**config.mk**
```make
export PLATFORM = sky130hd
export DESIGN_NAME = alu_serial_seq
export DESIGN_NICKNAME = d
export VERILOG_FILES = /design/src/rtl/alu_serial_seq.sv
export SDC_FILE = /design/constraint.sdc
export NUM_CORES = 1
export LEC_CHECK = 0
export CAP_MARGIN = 15
export CORE_MARGIN = 2
export CORE_UTILIZATION = 25
export DETAILED_ROUTE_END_ITERATION = 10
export PLACE_DENSITY_LB_ADDON = 0.2
export SKIP_LAST_GASP = 1
export SLEW_MARGIN = 30
export SYNTH_ARGS = -nofsm -noshare
export SYNTH_HDL_FRONTEND = slang
export SYNTH_SLANG_ARGS = --single-unit
```
**constraint.sdc**
```tcl
create_clock -name clk -period 8.05 [get_ports clk]
set_input_delay 2.415 -clock clk [delete_from_list [all_inputs] [get_ports clk]]
set_output_delay 2.415 -clock clk [all_outputs]
set_load 0.05 [all_outputs]
```
**src/rtl/alu_serial_seq.sv**
```systemverilog
// Bit-serial ALU sequencer: one WIDTH-bit operation through a single 1-bit slice, LSB first,
// one bit per clock, with overflow/zero/slt resolved on the MSB cycle.
module alu_serial_seq #(
  parameter int WIDTH = 32
) (
  input  logic             clk,
  input  logic             reset,
  input  logic             start,
  input  logic [2:0]       op,
  input  logic [WIDTH-1:0] a,
  input  logic [WIDTH-1:0] b,
  output logic             busy,
  output logic             done,
  output logic [WIDTH-1:0] result,
  output logic             overflow,
  output logic             zero,
  output logic [1:0]       state_dbg
);

  // Handshake: start is accepted on any rising edge where start=1 and busy=0
  // (IDLE or the DONE cycle); start while busy=1 is dropped, nothing is queued.

  localparam int CW = $clog2(WIDTH);

  typedef enum logic [1:0] {
    IDLE = 2'd0,
    RUN  = 2'd1,
    DONE = 2'd2
  } state_t;

  state_t state, next_state;

  logic [WIDTH-1:0] a_q, b_q;
  logic [2:0]       op_q;
  logic [CW-1:0]    cnt;
  logic             carry;
  logic [WIDTH-2:0] sr;

  logic             accept, last, binv, is_slt, is_arith_ov;
  logic             bit_a, bit_b, sum, cout, slice_out;
  logic [WIDTH-1:0] res_shift, final_res;

  assign busy      = (state == RUN);
  assign done      = (state == DONE);
  assign state_dbg = state;
  assign accept    = start && (state != RUN);
  assign last      = (cnt == CW'(WIDTH - 1));

  assign binv        = (op_q == 3'b110) || (op_q == 3'b111);
  assign is_slt      = (op_q == 3'b111);
  assign is_arith_ov = (op_q == 3'b010) || (op_q == 3'b110);

  // The 1-bit ALU slice
  always_comb begin
    bit_a = a_q[cnt];
    bit_b = b_q[cnt] ^ binv;
    sum   = bit_a ^ bit_b ^ carry;
    cout  = (bit_a & bit_b) | (bit_a & carry) | (bit_b & carry);
    case (op_q)
      3'b000:  slice_out = bit_a & bit_b;
      3'b001:  slice_out = bit_a | bit_b;
      3'b011:  slice_out = ~(bit_a & bit_b);
      3'b100:  slice_out = ~(bit_a | bit_b);
      default: slice_out = sum;
    endcase
  end

  // New bit enters at the MSB side; after WIDTH shifts bit 0 sits at the LSB.
  assign res_shift = {slice_out, sr};
  assign final_res = is_slt ? {{(WIDTH-1){1'b0}}, slice_out} : res_shift;

  always_comb begin
    next_state = state;
    case (state)
      IDLE:    if (accept) next_state = RUN;
      RUN:     if (last) next_state = DONE;
      DONE:    next_state = accept ? RUN : IDLE;
      default: next_state = IDLE;
    endcase
  end

  always_ff @(posedge clk) begin
    if (reset) state <= IDLE;
    else       state <= next_state;
  end

  always_ff @(posedge clk) begin
    if (reset) begin
      a_q      <= '0;
      b_q      <= '0;
      op_q     <= '0;
      cnt      <= '0;
      carry    <= 1'b0;
      sr       <= '0;
      result   <= '0;
      overflow <= 1'b0;
      zero     <= 1'b0;
    end else if (accept) begin
      a_q   <= a;
      b_q   <= b;
      op_q  <= op;
      cnt   <= '0;
      carry <= (op == 3'b110) || (op == 3'b111);
    end else if (state == RUN) begin
      sr    <= res_shift[WIDTH-1:1];
      carry <= cout;
      cnt   <= cnt + CW'(1);
      if (last) begin
        result   <= final_res;
        // slt reports the raw sign bit, so its overflow stays 0
        overflow <= is_arith_ov && (carry ^ cout);
        zero     <= (final_res == '0);
      end
    end
  end

endmodule

```
-- Yosys cells after proc, flatten, opt, wreduce, memory -nomap -nowiden
Cells that the tools add are included.
- input bits: 70
- register bits after elaboration: 140
- reduce and logical (&&, ||, !) cells: 13
- add/sub/neg operators: 1
- bitwise operators: 13
- equal/unequal tests: 14
- $lt $le $gt $ge: 1
- multiplexer cells: 12
- operators by type and width (kind ; number):
    $logic_not 32->1 ; 1
    $mux 32 ; 1
    $eq 3x3->1 const B ; 5
    $bmux 1 s5 ; 2
    $eq 3x2->1 const B ; 2
    $lt 5x6->1 const B ; 1
    $pmux 2 s3 ; 1
    $add 5x1->5 const B ; 1
    $eq 5x5->1 const B ; 1
    $mux 1 ; 5
    $mux 2 ; 2
    $ne 2x1->1 const B ; 2
    $pmux 1 s4 ; 1
    $reduce_and 2->1 ; 2
    $xor 1x1->1 ; 4
    $and 1x1->1 ; 3
    $eq 3x1->1 const B ; 1
    $logic_not 3->1 ; 1
    $logic_or 1x1->1 ; 3
    $not 1->1 ; 3
    $or 1x1->1 ; 3
    $reduce_and 3->1 ; 1
    $eq 2x1->1 const B ; 1
    $eq 2x2->1 const B ; 1
    5 further kinds ; 6

-- Longest topological paths before layout
- depth after elaboration: 8
- mapped depth: 13
- mapped depth without buffers: 11

-- Worst setup path before layout
OpenSTA, ideal clock, no wires.
- path kind: reg2out
- start: register state[0] (netlist: state_dbg[0])
- end: output port busy
- cell stages (with the launch flop): 5
- data arrival time: 1599 ps
- required time: 5635 ps
- slack: 4036 ps
- cells stage by stage: dfxtp_1 > nand2b_1 > clkbuf_1 > inv_2 > clkbuf_1
- longest elaborated chain between the ends: 1
- RTL lines (element ; RTL line ; source):
    from (decl) ; 31 ; state_t state, next_state;
    from (signal assigned) ; 84 ; else state <= next_state;
    $eq 2x1->1 ; 43 ; assign busy = (state == RUN);
    to (decl) ; 12 ; output logic busy,
No other way between the ends.

-- Worst setup path in the final report
- start: register state[1] (netlist: state_dbg[1])
- end: output port busy
The elaborated chain is that of the path after synthesis.

==> run_results.csv <==
group,metric,value,unit
synth,syn_nets,737,
synth,ys_seq_area_share,50.0,%
critical_path,crit_buf_inv,3,
synth,ys_async_sr_fraction,0,%
clocking,cts-root-buf,"clkbuf_16",
critical_path,arrival,2.65,ns
min_path,hold_depth,2,
sta,finalHoldViolations,0,
critical_path,crit_chain,"nand2b_1 -> buf_4 -> inv_2 -> clkdlybuf4s50_1",
sta,final_max_slew_viol_count,0,
clocking,htree_levels,4,
layout,diodes,0,
clocking,ctsHoldBuffers,0,
power_and_ir_drop,power.leakage,0.00264,µW
clocking,cts_resized,0,
min_path,hold_class,"reg2reg",
power_and_ir_drop,ir_drop,0.128,mV
detailed_routing,wl_per_cell,14.0,µm
min_path,hp-start,"b_q[23]",
die,ioPinCount,108,
sta,finalCriticalPeriod,5.07,ns
die,row_count,54,
critical_path,crit_cells,4,
clocking,cts_setup_buffers,0,
clocking,cts_made_buffers,17,
sta,worst_pin_slew,0.780,ns
global_routing,grt_use_total,12.6,%
sta,period_share,62.9,%
synth,ys_types,38,
synth,synth_adder_area_share,1.25,%
critical_path,worstRegToRegCells,11,
sta,timing.fmax,197,MHz
critical_path,critical_path.top_delay_family,"buffers and inverters",
clocking,clock_path_buffers,2,
global_routing,grt_pass1_wl,24000,µm
run,cap_violations,0,
critical_path,critPathMaxStageDelay,0.94,ns
detailed_routing,drtIter0Drc,276,
global_routing,grt_pass1_vias,4572,
layout,design_area,7480,µm²
synth,synth_compound_area_share,15.2,%
layout,layout_common_cells,"nand2_1, dfxtp_1, a21oi_1, clkdlybuf4s50_1, nor2_1",
detailed_routing,post_drt_via_cell_ratio,4.55,
sta,fin_worst_skew,0.0109,ns
sta,max_slew_margin,47.9,%
die,die_width,154,µm
detailed_routing,final_antenna_net_count,0,
global_routing,grt-ovfl-total,0,
power_and_ir_drop,p_per_area,225,nW/µm²
layout,syn_to_final_growth,33.4,%
placement,place_hpwl,9210,µm
clocking,cts_tree,"built",
critical_path,cp.required,5.64,ns
detailed_routing,wl_met2,6560,µm
critical_path,r2r_start,"cnt[2]",
die,start_util,25.6,%
layout,layout-drive-gt1-share,6.63,%
critical_path,cp-startpoint,"state_dbg[1]",
global_routing,grt_start_max_net_pins,73,
detailed_routing,dr.pass1.iters,4,
synth,synth_xor_area_share,0.468,%
critical_path,end_kind,"primary output",
synth,yosys-mux-area-fraction,8.57,%
synth,synth_top_family_by_area,"simple AND/OR/NAND/NOR gates",
synth,ys_ff_latch,140,
sta,rsz0062_at_grt,"no",
clocking,clk_latency,0.42,ns
critical_path,crit_type,"reg2out",
detailed_routing,drt_wl_total,14500,µm
detailed_routing,met1_length,7220,µm
layout,fillers,2318,
synth,synth_ff_type,"dfxtp_1",
die,core-area,21900,µm²
clocking,numClockSinks,140,
layout,postLayoutCoreUtil,34.2,%
detailed_routing,drc,0,
sta,setup_viol,0,
synth,syn_area_per_cell,8.47,µm²
critical_path,crit_slowest_cell,"clkdlybuf4s50_1",
status,status,"completed",
synth,yosysWarnings,0,
die,dieArea,23700,µm²
layout,finalNetCount,817,
critical_path,crit_path_start_kind,"flop",
placement,placed_area,6870,µm²
synth,syn_area,5610,µm²
die,fp.dieH,154,µm
detailed_routing,top_layer,"met4",
detailed_routing,met3WireLength,579,µm
placement,place_congestion,0.686,
detailed_routing,vias,4701,
layout,layout_commonest_cell,"nand2_1",
synth,synth_simple_gate_area_share,20.3,%
clocking,cts.clk_slew.worst_paths,0.06,ns
synth,synthesis.instances,662,
sta,tns,0,ns
synth,synth_edf_count,0,
placement,portBuffers,107,
critical_path,cp_max_fo,43,
global_routing,antenna_found_initial,0,
[cells in the mapped netlist, types with 2 or more instances]
| library cell | instances | share of area, % |
|---|---|---|
| nand3b_1 | 4 | 0.54 |
| mux2i_1 | 9 | 1.6 |
| buf_2 | 2 | 0.18 |
| nor2b_1 | 5 | 0.56 |
| mux4_2 | 8 | 3.2 |
| ha_1 | 4 | 0.89 |
| nand2_1 | 204 | 14 |
| buf_1 | 9 | 0.60 |
| nand3_1 | 3 | 0.27 |
| or3_1 | 2 | 0.22 |
| nor2_1 | 43 | 2.9 |
| mux4_1 | 8 | 3.7 |
| nor4_1 | 7 | 0.78 |
| buf_6 | 2 | 0.40 |
| clkbuf_1 | 41 | 2.7 |
| and3_1 | 2 | 0.22 |
| nand4_1 | 2 | 0.22 |
| a21oi_1 | 107 | 9.5 |
| o21ai_0 | 5 | 0.45 |
| a22oi_1 | 31 | 4.1 |
| inv_1 | 4 | 0.27 |
| a22o_1 | 2 | 0.31 |
| xor2_1 | 2 | 0.31 |
| dfxtp_1 | 140 | 50 |
| nand2b_1 | 3 | 0.33 |
[registers in the layout (all words and copies together) (netlist names)]
signal,cells
zero,1
result,32
state_dbg,2
overflow,1
op_q,3
a_q,32
b_q,32
carry,1
sr,31
cnt,5
[through the flow]
step | total power, µW | setup slack (ns) | cells | hold WS [ns]
after global routing | 1750 | 2.84 | 1034 | 0.468
after floorplan | 825 | 4.04 | 662 | 0.432
after detailed placement | 886 | 3.41 | 1003 | 0.445
after CTS | 1700 | 2.94 | 1034 | 0.453
after global placement | 885 | 3.41 | 1003 | 0.438
final | 1680 | 2.98 | 1034 | 0.451
[area by class of cell]
type / instances / area, µm² / area share (%)
Inverter: 5 / 18.8 / 0.251
Multi-Input combinational cell: 463 / 2570 / 34.4
Timing Repair Buffer: 115 / 1130 / 15.1
Sequential cell: 140 / 2800 / 37.5
Tap cell: 280 / 350 / 4.68
Clock inverter: 9 / 136 / 1.82
Clock buffer: 22 / 474 / 6.34
[worst paths after layout]
kind	end	slack (ns)
min reg2reg	b_q[23]	0.45
max	busy	2.98
min	b_q[23]	0.45
max reg2reg	zero	4.24
[metal layers]
metal | up-vias | global-route usage, %
li1 | 2414 | -
met2 | 98 | 19.3
met3 | 11 | 3.27
met4 | 0 | 4.19
met5 | - | 0
met1 | 2178 | 17.4
[cells by family after synthesis]
group / count (synthesis)
adders and majority gates: 5
xor gates and xnor gates: 3
AOI/OAI and AO/OA: 150
buffers and inverters: 59
and+or+nand+nor: 280
DFF: 140
muxes: 25
[worst reg2reg max path: cells and delay by family (launching register included)]
family	cells	cell delay (ns)
adder cells (fa/ha/maj)	1	0.51
XOR/XNOR	1	0.19
flip-flops	1	0.82
AO/OA/AOI/OAI	3	0.56
AND/OR/NAND/NOR	5	1.24
multiplexers	1	0.44
[power breakdown]
| part | switching, µW | internal (µW) |
|---|---|---|
| Clock | 303 | 512 |
| Sequential | 11.1 | 715 |
| Combinational | 77.4 | 65.1 |
Note: power is estimated with default switching activity, not from simulation.
